File: src/rtl/sobel_pkg.sv
// Shared types and helpers for the sobel work-item dispatcher slice.
package sobel_pkg;

  localparam int ID_W_DEFAULT = 32;

  typedef enum logic [1:0] {
    IDLE  = 2'd0,
    ISSUE = 2'd1,
    DRAIN = 2'd2,
    DONE  = 2'd3
  } state_e;

  function automatic logic hs_fire(input logic valid, input logic stall);
    return valid & ~stall;
  endfunction

endpackage

File: src/rtl/sobel_inflight_counter.sv
// Issued/retired bookkeeping for the dispatcher: in-flight count, throttle compare, sticky error.
module sobel_inflight_counter #(
  parameter int          ID_W         = 32,
  parameter int unsigned MAX_INFLIGHT = 64
) (
  input  logic            clock,
  input  logic            resetn,
  input  logic            clear_i,
  input  logic            fire_i,
  input  logic            valid_i,
  output logic [ID_W-1:0] issued_o,
  output logic [ID_W-1:0] retired_next_o,
  output logic [ID_W-1:0] inflight_o,
  output logic            below_max_o,
  output logic            err_o
);

  localparam logic [ID_W-1:0] MaxC = ID_W'(MAX_INFLIGHT);

  logic [ID_W-1:0] issued_q, issued_d;
  logic [ID_W-1:0] retired_q, retired_d;
  logic [ID_W-1:0] inflight;
  logic            err_q, err_d;
  logic            retire;

  // A retirement with nothing outstanding is flagged and otherwise dropped.
  always_comb begin
    inflight  = issued_q - retired_q;
    retire    = valid_i & (inflight != '0);
    issued_d  = issued_q + ID_W'(fire_i);
    retired_d = retired_q + ID_W'(retire);
    err_d     = err_q | (valid_i & (inflight == '0));
    if (clear_i) begin
      issued_d  = '0;
      retired_d = '0;
    end
  end

  always_ff @(posedge clock or negedge resetn) begin
    if (!resetn) begin
      issued_q  <= '0;
      retired_q <= '0;
      err_q     <= 1'b0;
    end else begin
      issued_q  <= issued_d;
      retired_q <= retired_d;
      err_q     <= err_d;
    end
  end

  assign issued_o       = issued_q;
  assign retired_next_o = retired_d;
  assign inflight_o     = inflight;
  assign below_max_o    = inflight < MaxC;
  assign err_o          = err_q;

endmodule

File: src/rtl/sobel_workitem_dispatcher.sv
// Issues workgroup items into the first sobel block, retires them from the last, pulses done.
module sobel_workitem_dispatcher
  import sobel_pkg::*;
#(
  parameter int          ID_W         = ID_W_DEFAULT,
  parameter int unsigned MAX_INFLIGHT = 64
) (
  input  logic            clock,
  input  logic            resetn,
  input  logic            start,
  input  logic [ID_W-1:0] workgroup_size,
  output logic            valid_out,
  input  logic            stall_in,
  output logic [ID_W-1:0] global_id,
  output logic            last,
  input  logic            valid_in,
  output logic            stall_out,
  output logic            busy,
  output logic            done,
  output logic [ID_W-1:0] inflight,
  output logic            err
);

  state_e          state_q, state_d;
  logic [ID_W-1:0] size_q, size_d;
  logic [ID_W-1:0] issued, retiredNext;
  logic            clear, fire, belowMax;

  sobel_inflight_counter #(
    .ID_W         (ID_W),
    .MAX_INFLIGHT (MAX_INFLIGHT)
  ) u_counter (
    .clock          (clock),
    .resetn         (resetn),
    .clear_i        (clear),
    .fire_i         (fire),
    .valid_i        (valid_in),
    .issued_o       (issued),
    .retired_next_o (retiredNext),
    .inflight_o     (inflight),
    .below_max_o    (belowMax),
    .err_o          (err)
  );

  // valid_out is built from registered state only, so stall_in/valid_in never reach it.
  assign valid_out = (state_q == ISSUE) & belowMax;
  assign fire      = hs_fire(valid_out, stall_in);
  assign global_id = issued;
  assign last      = (issued == (size_q - ID_W'(1)));
  assign stall_out = 1'b0;
  assign busy      = (state_q != IDLE);
  assign done      = (state_q == DONE);

  always_comb begin
    state_d = state_q;
    size_d  = size_q;
    clear   = 1'b0;
    unique case (state_q)
      IDLE: begin
        if (start) begin
          size_d  = workgroup_size;
          clear   = 1'b1;
          state_d = (workgroup_size != '0) ? ISSUE : DONE;
        end
      end
      ISSUE: begin
        if (fire && last) state_d = DRAIN;
      end
      DRAIN: begin
        // Look at the post-retire count so the final retire completes in the same cycle.
        if (retiredNext == size_q) state_d = DONE;
      end
      DONE: begin
        state_d = IDLE;
      end
      default: state_d = IDLE;
    endcase
  end

  always_ff @(posedge clock or negedge resetn) begin
    if (!resetn) begin
      state_q <= IDLE;
      size_q  <= '0;
    end else begin
      state_q <= state_d;
      size_q  <= size_d;
    end
  end

endmodule

File: config.mk
export PLATFORM = sky130hd
export DESIGN_NAME = sobel_workitem_dispatcher
export DESIGN_NICKNAME = d
export VERILOG_FILES = /design/src/rtl/sobel_pkg.sv /design/src/rtl/sobel_inflight_counter.sv /design/src/rtl/sobel_workitem_dispatcher.sv
export SDC_FILE = /design/constraint.sdc
export NUM_CORES = 1
export LEC_CHECK = 0
export ABC_AREA = 1
export ABC_CLOCK_PERIOD_IN_PS = 4600
export CAP_MARGIN = 5
export CORE_ASPECT_RATIO = 1.25
export CORE_UTILIZATION = 56
export DETAILED_ROUTE_END_ITERATION = 8
export DONT_BUFFER_PORTS = 1
export GPL_TIMING_DRIVEN = 0
export PLACE_DENSITY = 0.71
export SLEW_MARGIN = 20
export SYNTH_ARGS = -nofsm -noshare
export SYNTH_HDL_FRONTEND = slang
export SYNTH_SLANG_ARGS = --single-unit
File: constraint.sdc
create_clock -name clock -period 4.6 [get_ports clock]
set_input_delay 0.46 -clock clock [delete_from_list [all_inputs] [get_ports clock]]
set_output_delay 0.46 -clock clock [all_outputs]
set_load 0.02 [all_outputs]
## After elaboration in Yosys (flattened, before gate mapping)

Cells that the tools add are included.

| storage, ports and cells | value |
|---|---|
| bits in registers | 99 |
| bits in latches | 0 |
| bits in writable memories | 0 |
| ROM bits | 0 |
| bits of input ports | 37 |
| output and inout bits | 70 |
| logic and storage cells | 41 |
| memories kept | 0 |

| operators by class | value |
|---|---|
| add/sub/neg operators | 4 |
| multiply operators | 0 |
| divide/modulo/power cells | 0 |
| order comparisons | 1 |
| equality and inequality tests | 8 |
| shift operators | 0 |
| mux-type cells | 9 |
| bitwise operators | 6 |
| reductions and logical operators | 8 |

Operators by type and width:

| kind | number |
|---|---|
| $add 32x1->32 | 2 |
| $eq 32x32->1 | 2 |
| $mux 32 | 2 |
| $reduce_bool 32->1 | 2 |
| $logic_not 32->1 | 1 |
| $lt 32x7->1 const B | 1 |
| $sub 32x1->32 const B | 1 |
| $sub 32x32->32 | 1 |
| $mux 2 | 4 |
| $pmux 2 s4 | 1 |
| $and 1x1->1 | 4 |
| $eq 2x2->1 const B | 2 |
| $ne 2x2->1 const B | 2 |
| $reduce_and 3->1 | 1 |
| $eq 2x1->1 const B | 1 |
| $logic_not 2->1 | 1 |
| $mux 1 | 2 |
| $ne 2x1->1 const B | 1 |
| $reduce_and 2->1 | 1 |
| $reduce_bool 2->1 | 1 |
| $logic_and 1x1->1 | 1 |
| $not 1->1 | 1 |
| $or 1x1->1 | 1 |

## Longest topological paths before layout

Gate-level depths: netlist of the first run.

| logic depth | value |
|---|---|
| depth in word-level cells | 8 |
| depth in mapped cells | 39 |
| gate-level depth less buffers | 39 |

## Cells and area by module

Synthesis of the first run repeated with hierarchy kept, for this count alone.

| second synthesis, totals | value |
|---|---|
| cell total of the unflattened synthesis | 1,595 |
| area, all modules | 9,716.8 um^2 |

Modules (own cells, without submodules):

| module | instances | cells an instance | area an instance (um^2) | sequential area each (um^2) |
|---|---|---|---|---|
| sobel_inflight_counter | 1 | 1,059 | 6,329.8 | 1,626.6 |
| sobel_workitem_dispatcher | 1 | 536 | 3,387.0 | 850.8 |

## Worst setup path before layout of the first run

OpenSTA, ideal clock, no wires.

| timing path | value |
|---|---|
| path kind | reg2reg |
| from | register u_counter.issued_q[0] (netlist: u_counter.issued_o[0]) |
| to | register u_counter.issued_q[20] (netlist: u_counter.issued_o[20]) |
| library setup time | 0.135 ns |
| arrival | 4.222 ns |
| required time | 4.465 ns |
| setup slack | 0.243 ns |
| cell stages (with the launch flop) | 31 |
| path buffers | 0 |
| clock period less this slack | 4.357 ns |
| path through | dfrtp_1 inv_1 ha_1 fa_1 inv_1 nand3_1 nand3_1 nand3_1 nand3_1 nand3_1 nand3_1 nand2_1 nor4_1 nand4_1 nor2_1 ha_1 ha_1 nand2_1 nor2_1 inv_1 nor2_1 nand3_1 nor2_2 nand3_1 nor2_1 inv_2 nor3_2 nand2_1 nor2_2 nand3_1 nor3b_2 |

| between the ends | value |
|---|---|
| word-level cells in the longest chain between the ends | 6 |

RTL lines:

| item | RTL line | source |
|---|---|---|
| start, declared | sobel_inflight_counter.sv:20 | `logic [ID_W-1:0] issued_q, issued_d;` |
| start signal, assigned | sobel_inflight_counter.sv:45 | `issued_q <= issued_d;` |
| $sub 32x32->32 | sobel_inflight_counter.sv:28 | `inflight = issued_q - retired_q;` |
| named net inflight[28] | sobel_workitem_dispatcher.sv:20 | `output logic [ID_W-1:0] inflight,` |
| $lt 32x7->1 | sobel_inflight_counter.sv:54 | `assign below_max_o = inflight < MaxC;` |
| $and 1x1->1 | sobel_workitem_dispatcher.sv:46 | `assign valid_out = (state_q == ISSUE) & belowMax;` |
| $and 1x1->1 | sobel_pkg.sv:14 | `return valid & ~stall;` |
| $add 32x1->32 | sobel_inflight_counter.sv:30 | `issued_d = issued_q + ID_W'(fire_i);` |
| $mux 32 | sobel_inflight_counter.sv:33 | `if (clear_i) begin` |
| named net u_counter.issued_d[20] | sobel_inflight_counter.sv:20 |  |

The timed path passes the listed nets, and every way through them passes these cells.
A chain may end at the register's enable or synchronous reset.

## Worst setup path in the final report of the first run

| timing path | value |
|---|---|
| from | register u_counter.issued_q[7] (netlist: u_counter.issued_o[7]) |
| to | register u_counter.issued_q[20] (netlist: u_counter.issued_o[20]) |

Same word-level chain as after synthesis.

==> results of run 1 <==
## stage by stage
step	std cells	utilization	worst slack, ns
floorplan	1679	-	0.243
global placement	1903	0.589	-1.03
detailed placement	1903	0.589	-1.02
CTS	1961	0.673	-0.164
global route	1992	0.722	-0.437
finish	1992	0.722	-0.207
## layer usage
| layer | part of all wire | wire length (µm) | up-vias | track usage |
|---|---|---|---|---|
| li1 | - | - | 5382 | - |
| met2 | 0.49 | 18700 | 559 | 0.702 |
| met4 | 0.061 | 2310 | 2 | 0.232 |
| met5 | 0.00034 | 13 | - | 0 |
| met3 | 0.079 | 2980 | 147 | 0.0663 |
| met1 | 0.37 | 13900 | 5206 | 0.434 |
## critical path, delay by kind of cell, from the launching register on
family / cells / cell delay, ns
simple gates: 22 / 3.09
fa+ha+maj: 3 / 0.65
flops: 1 / 0.59
buf+inv: 4 / 0.32
## kinds of logic after synthesis
family,count (synthesis),synth area share
fa+ha+maj,42,0.0533
compound gates,103,0.0562
xor+xnor,73,0.0640
buf+inv,338,0.128
flops,99,0.248
simple gates,1023,0.451
other cells,1,0.000375
## worst paths after layout
check | from | endpoint | slack, ns | cells past startpoint
setup / recovery | u_counter.issued_o[7] | u_counter.issued_o[20] | -0.21 | 29
hold / removal | resetn | u_counter.issued_o[27] | 0.02 | 1
setup reg to reg | u_counter.issued_o[7] | u_counter.issued_o[20] | -0.21 | 29
hold reg to reg | state_q[1] | state_q[1] | 0.55 | 2
max in group asynchronous | resetn | u_counter.issued_o[6] | 4.13 | 1
min in group clock | workgroup_size[2] | size_q[2] | 0.22 | 2
## flip-flops by register name, indices dropped and copies added (netlist names)
name and flops:
state_q 2, u_counter.err_o 1, u_counter.issued_o 32, size_q 32, u_counter.retired_q 32
## Yosys cell counts, types with 2 or more instances
master / number
nand2_1: 553
inv_1: 303
nor2_1: 190
nand3_1: 117
dfrtp_1: 99
xor2_1: 51
o21ai_0: 49
nand4_1: 42
ha_1: 41
a21oi_1: 35
nor3_1: 29
xnor2_1: 22
clkbuf_1: 17
nor2_2: 16
inv_2: 14
nor4_1: 14
nand2_2: 12
nand3b_1: 12
nor2_4: 9
and2_1: 8
nand3_2: 6
o21ai_1: 5
nand2_4: 3
nor3_2: 3
or2_2: 3
buf_2: 2
nor3b_2: 2
o21a_1: 2
o21bai_1: 2
## power by group
group / internal, µW / switching (µW)
clock network: 440 / 389
logic: 1070 / 2380
registers: 1030 / 248
total: 2540 / 3020
## timing repair
action / 4_1_cts / 5_1_grt
hold endpoints to repair: 99 / 0
endpoints found under the setup margin: 27 / 23
resized for setup: 171 / 160
hold buffers: 1 / 0
cloned: 0 / 0
pin swaps: 42 / 95
buffers inserted: 42 / 36
## cell type report
type | instances | area, µm²
Timing Repair Buffer | 73 | 606
Buffer | 20 | 81.3
Clock buffer | 9 | 225
Inverter | 318 | 1210
Multi-Input combinational cell | 1242 | 7560
Fill cell | 1458 | 4850
Tap cell | 224 | 280
Sequential cell | 99 | 2520
Clock inverter | 7 | 96.3
==> results.toml, run 1 <==
[final_layout]
most-common-layout-cells = "nand2_1, inv_1, nor2_1"
final_cell_area_um2 = 12600
drive_above_1_share = 0.230
nets = 1842
area.growth.synth_to_final_pct = 26.0
layout_commonest_cell = "nand2_1"
antenna_cells = 0

[timing]
tightestPinTransition_ns = 0.753
fin_skew_ns = 0.0105
fin_crit_ns = 4.81
slew-limit-headroom = 0.498
setup_viol = 14
period_share = 1.04
maxSlewViolCount = 0
max_freq_ghz = 0.208
rsz0062_at_grt = "yes"
hold_slack_ns = 0.0209
setup_slack_ns = -0.207
setup_tns_ns = -1.38
final_hold_viol_count = 0

[flow_run]
drv_cap = 0

[drt]
drt_iter0_drc = 1146
drc = 0
via_count = 11296
ant_nets = 0
wl_per_cell_um = 19.0
wirelength_mm = 37.9
first_pass_iters = 8
routed_via_density = 5.67

[place]
post_dp_cell_area_um2 = 10300
place.gp.congestion = 0.997
portBuffers = 0
post-dp-hpwl_mm = 27.7

[status]
violations = "setup timing"
outcome = "complete, but fails checks"

[clock_tree]
clk_latency_ns = 0.36
clock-sinks = 99
clk_pin_slew_ns = 0.08
root_buffer = "clkbuf_16"
numCtsBuffers = 9
cts_max_level = 3
cts.path.max_buffers = 2
cts_tree = "done"

[die]
fp.coreArea_um2 = 17400
start_util = 0.573
die_w_um = 121
io-pin-count = 107
row_count = 54
die_h_um = 151
die_area_um2 = 18400

[power]
report.power.total_uw = 5560
power_density_nw_per_um2 = 442
ir_worst_vdd_v = 0.000357
static-leakage-power_uw = 0.00628

[yosys]
synth_cells = 1679
ys_top_cells_by_area = "dfrtp_1, nand2_1, inv_1"
synth_flop_cell = "dfrtp_1"
synthArstFlopShare = 1.00
syn_nets = 1758
synth-seq-area-share = 0.248
synth_edf_count = 0
synth_area_um2 = 9990
synth_cell_types = 47
syn_avg_cell_area_um2 = 5.95
ys_warn_count = 0
synth_top_cell_by_area = "dfrtp_1"
netlist.area_leader.share = 0.248
synth-seq-cells = 99

[global_routing]
grt_start_max_net_pins = 100
antenna_found_initial = 1
grt_overflow = 0
grt_pass1_wl_mm = 53.1
grt_use_total = 0.392
grt_pass1_vias = 10359

[min_path]
hold_class = "primary input to async pin"

[worst_setup_path]
path_common_cell = "nor2_4"
start_kind = "flop"
crit_arrival_ns = 5.02
worstPathRequired_ns = 4.81
cp_max_fo = 8
cpPeakStageDelay_ns = 0.59
worst_setup_path_end_kind = "flop"
cp_slowest_cell = "dfrtp_4"
crit_type = "flop to flop"
Note: power is estimated with default switching activity, not from simulation.
==> run 2, diff against run 1 <==
--- a/config.mk
+++ b/config.mk
@@ -7,12 +7,12 @@
 export LEC_CHECK = 0
 export ABC_AREA = 1
-export ABC_CLOCK_PERIOD_IN_PS = 4600
+export ABC_CLOCK_PERIOD_IN_PS = 4000
 export CAP_MARGIN = 5
 export CORE_ASPECT_RATIO = 1.25
-export CORE_UTILIZATION = 56
+export CORE_UTILIZATION = 50
 export DETAILED_ROUTE_END_ITERATION = 8
 export DONT_BUFFER_PORTS = 1
 export GPL_TIMING_DRIVEN = 0
-export PLACE_DENSITY = 0.71
+export PLACE_DENSITY = 0.68
 export SLEW_MARGIN = 20
 export SYNTH_ARGS = -nofsm -noshare
==> constraint.sdc (replaced) <==
create_clock -name clock -period 4 [get_ports clock]
set_input_delay 0.4 -clock clock [delete_from_list [all_inputs] [get_ports clock]]
set_output_delay 0.4 -clock clock [all_outputs]
set_load 0.05 [all_outputs]
==> run 2 against run 1 <==
Effect of this change:
- the run still ends with setup timing left
- non-clock buffer count down 3
- register-to-register slack lost 0.86 ns
- core utilization is 6.9 points lower
- worst setup slack worse by 0.86 ns
- design area rose by 1.3%
- sequential cell count unchanged
- hold slack improved by 0.13 ns
- critical path type unchanged
- largest cell class unchanged
==> results.toml, run 2 (synthesis results as in run 1) <==
[status]
outcome = "complete, but fails checks"
violations = "setup timing"

[power]
power_density_nw_per_um2 = 546
ir_worst_vdd_v = 0.000481
static-leakage-power_uw = 0.00624

[worst_setup_path]
crit_arrival_ns = 5.30
cp_slowest_cell = "dfrtp_4"
worst_setup_path_end_kind = "flop"
cpPeakStageDelay_ns = 0.60
critPathTopFamily = "simple AND/OR/NAND/NOR gates"
cp_max_fo = 5
start_kind = "flop"
worstPathRequired_ns = 4.23
crit_type = "flop to flop"
cp_num_buf_inv = 2

[drt]
drc = 0
wirelength_mm = 36.9
wl_per_cell_um = 18.2
drt_iter0_drc = 846
ant_nets = 0
first_pass_iters = 6
routed_via_density = 5.44
via_count = 11049

[timing]
slew-limit-headroom = 0.265
tightestPinTransition_ns = 1.10
setup_viol = 30
fin_crit_ns = 5.06
period_share = 1.27
setup_slack_ns = -1.06
rsz0062_at_grt = "yes"
fin_skew_ns = 0.0113
hold_slack_ns = 0.154
final_hold_viol_count = 0
max_freq_ghz = 0.198
maxSlewViolCount = 0

[place]
post_dp_cell_area_um2 = 10600
dp_cells = 1944
pre_cts_ws_ns = -1.88
portBuffers = 0
place.gp.congestion = 0.939
post-dp-hpwl_mm = 28.3

[clock_tree]
clk_latency_ns = 0.35
cts.path.max_buffers = 2
clk_pin_slew_ns = 0.07
clock-sinks = 99
root_buffer = "clkbuf_16"
cts_tree = "done"
cts_max_level = 3
numCtsBuffers = 9

[die]
io-pin-count = 107
start_util = 0.511
die_w_um = 128
die_area_um2 = 20600
row_count = 57
fp.coreArea_um2 = 19500
die_h_um = 160

[final_layout]
fin_cells = 2030
layout_commonest_cell = "nand2_1"
most-common-layout-cells = "nand2_1, inv_1, nor2_1"
final_core_util = 0.653
area.growth.synth_to_final_pct = 27.6
drive_above_1_share = 0.228
final_cell_area_um2 = 12800
nets = 1839
antenna_cells = 0

[global_routing]
grt_pass1_wl_mm = 54.4
grt_start_max_net_pins = 100
antenna_found_initial = 0
grt_overflow = 0
grt_pass1_vias = 10485
grt_use_total = 0.354

[flow_run]
drv_cap = 0

[min_path]
hold_class = "primary input to flop"
-- run 2: per-stage QoR --
stage / setup TNS [ns] / power (µW)
after floorplan: -3.01 / 4440
after global placement: -49.95 / 5180
after detailed placement: -51.89 / 5220
after CTS: -18.71 / 6530
after global routing: -26.95 / 7390
final: -18.97 / 6960
-- run 2: layer usage --
metal | vias up | GRT usage | part of all wire
met5 | - | 0 | 0
met4 | 0 | 0.236 | 0.071
li1 | 5349 | - | -
met2 | 419 | 0.607 | 0.49
met3 | 131 | 0.0449 | 0.059
met1 | 5150 | 0.408 | 0.38
-- run 2: cell type report --
type                       count  area, µm²
timing repair buffer          70        593
fill                        1788       6790
multi-input combinational   1242       7580
sequential                    99       2590
clock inverter                 5        108
tap                          265        332
clock buffer                  11        243
buffer                        20       81.3
inverter                     318       1230
-- run 2: final timing paths --
kind,from,endpoint,slack (ns),cells after the start
hold reg to reg,state_q[1],state_q[1],0.56,2
setup / recovery,u_counter.issued_o[6],u_counter.issued_o[23],-1.06,30
max in group asynchronous,resetn,u_counter.issued_o[22],2.90,2
hold / removal,workgroup_size[2],size_q[2],0.15,2
setup reg to reg,u_counter.issued_o[6],u_counter.issued_o[23],-1.06,30
min in group asynchronous,resetn,size_q[1],0.62,2
-- run 2: report_power, final --
group	internal, µW	switching (µW)	leakage (µW)
Sequential	1180	290	0.00125
Clock	633	400	0.000170
Combinational	1200	3250	0.00482
Total	3020	3940	0.00624
-- run 2: repair_timing --
| action | 4_1_cts | 5_1_grt |
|---|---|---|
| setup buffers | 50 | 34 |
| gates resized for setup | 163 | 152 |
| hold buffers | 2 | 0 |
| endpoints found under the setup margin | 67 | 62 |
| hold endpoints to repair | 99 | 0 |
| pin swaps | 55 | 74 |
==> run 3, diff against run 2 <==
Settings changed: ABC_CLOCK_PERIOD_IN_PS 4000 to 5960, PLACE_DENSITY 0.68 to unset.
Clock period 4 ns to 5.96 ns, I/O delays scaled along.
==> run 3 against run 2 <==
Effect of this change:
- the run now ends clean
- hold slack gained 0.0085 ns
- sequential cell count is the same
- critical path depth grew 2
- clock power shrank 38%
- critical endpoint is now u_counter.issued_o[25]
==> results.toml, run 3 (synthesis results as in run 1) <==
[global_routing]
grt_pass1_wl_mm = 51.6
grt_start_max_net_pins = 100
antenna_found_initial = 0
grt_pass1_vias = 9806
grt_use_total = 0.339
grt_overflow = 0

[drt]
via_count = 10314
wirelength_mm = 33.9
first_pass_iters = 5
drt_iter0_drc = 650
ant_nets = 0
wl_per_cell_um = 17.3
drc = 0
routed_via_density = 5.25

[timing]
hold_slack_ns = 0.162
period_share = 0.943
fin_crit_ns = 5.62
tightestPinTransition_ns = 1.13
setup_slack_ns = 0.341
final_hold_viol_count = 0
rsz0062_at_grt = "yes"
fin_skew_ns = 0.0127
max_freq_ghz = 0.178
maxSlewViolCount = 0
slew-limit-headroom = 0.246
setup_viol = 0

[final_layout]
drive_above_1_share = 0.0783
num-fill-cells = 2050
final-seq-area_um2 = 2500
area.growth.synth_to_final_pct = 8.60
final_core_util = 0.555
multi_input_area_um2 = 6370
antenna_cells = 0
layout_commonest_cell = "nand2_1"
most-common-layout-cells = "nand2_1, inv_1, nor2_1"
nets = 1772

[clock_tree]
cts.path.max_buffers = 2
root_buffer = "clkbuf_16"
clk_pin_slew_ns = 0.08
clk_latency_ns = 0.36
numCtsBuffers = 9
cts_tree = "done"
cts_max_level = 3
clock-sinks = 99

[place]
place.gp.congestion = 0.938
post-dp-hpwl_mm = 28.3
pre_cts_ws_ns = -0.315
portBuffers = 0

[worst_setup_path]
cpPeakStageDelay_ns = 0.58
worst_setup_path_end_kind = "flop"
r2r_slack_ns = 0.34
worstPathRequired_ns = 6.20
crit_path_start = "u_counter.issued_o[0]"
cp_max_fo = 4
cp_slowest_cell = "dfrtp_2"
crit_arrival_ns = 5.86
cp_num_buf_inv = 3
worstRegToRegCells = 32
rr_endpoint = "u_counter.issued_o[25]"
path_common_cell = "nand2_1"
start_kind = "flop"
critPathTopFamily = "simple AND/OR/NAND/NOR gates"
reg2reg_from = "u_counter.issued_o[0]"
crit_type = "flop to flop"

[status]
outcome = "finished, final reports clean"

[power]
ir_worst_vdd_v = 0.000279
static-leakage-power_uw = 0.00566
power_density_nw_per_um2 = 390

[die]
die_h_um = 160
start_util = 0.511
row_count = 57
fp.coreArea_um2 = 19500
io-pin-count = 107
die_w_um = 128
die_area_um2 = 20600

[flow_run]
drv_cap = 0

[min_path]
hold_class = "primary input to async pin"
run 3: cell count changes in the layout (fill, tap and decap cells not counted), sizes merged:
cell	change
buf	-66
bufinv	-1
clkinv	+1
clkinvlp	-5
dlygate4sd3	-1
inv	+5
run 3: per-stage QoR:
step,instances,power (µW),area (µm²),TNS (ns)
floorplan,1679,2940,9990,0
global route,1963,4510,10900,-0.0485
detailed placement,1944,3480,10300,-2.58
CTS,1961,4150,10700,0
global placement,1944,3460,10300,-2.21
finish,1963,4230,10900,0
run 3: power breakdown:
| group | leakage (µW) | internal (µW) | switching [µW] | total [µW] |
|---|---|---|---|---|
| clock network | 0.000154 | 372 | 270 | 642 |
| registers | 0.00128 | 794 | 190 | 984 |
| logic | 0.00422 | 597 | 2010 | 2600 |
run 3: layer usage:
metal	vias up	global-route usage	wire length [µm]
li1	5227	-	-
met1	4678	0.404	13800
met2	328	0.589	16700
met3	81	0.0382	1790
met4	0	0.184	1650
met5	-	0	0
run 3: layout make-up:
class,count,area share
inverters,318,0.111
clock inverters,5,0.00796
multi-input cells,1242,0.587
clock buffers,11,0.0214
flip-flops and latches,99,0.231
well taps,265,0.0306
plain buffers,20,0.00749
repair buffers,3,0.00392
run 3: worst max path at each step:
stage,to,slack [ns],cells past startpoint
after floorplan,u_counter.issued_o[20],1.13,30
after global placement,u_counter.issued_o[20],-0.29,30
after detailed placement,u_counter.issued_o[20],-0.32,30
after CTS,state_q[1],0.01,35
after global routing,u_counter.issued_o[25],-0.02,32
final,u_counter.issued_o[25],0.34,32
run 3: repair_timing:
action | CTS | global route
endpoints found under the hold margin | 99 | 0
setup buffers | 0 | 2
gates resized for setup | 4 | 42
endpoints found under the setup margin | 13 | 13
hold buffers | 1 | 0
pin swaps | 0 | 6
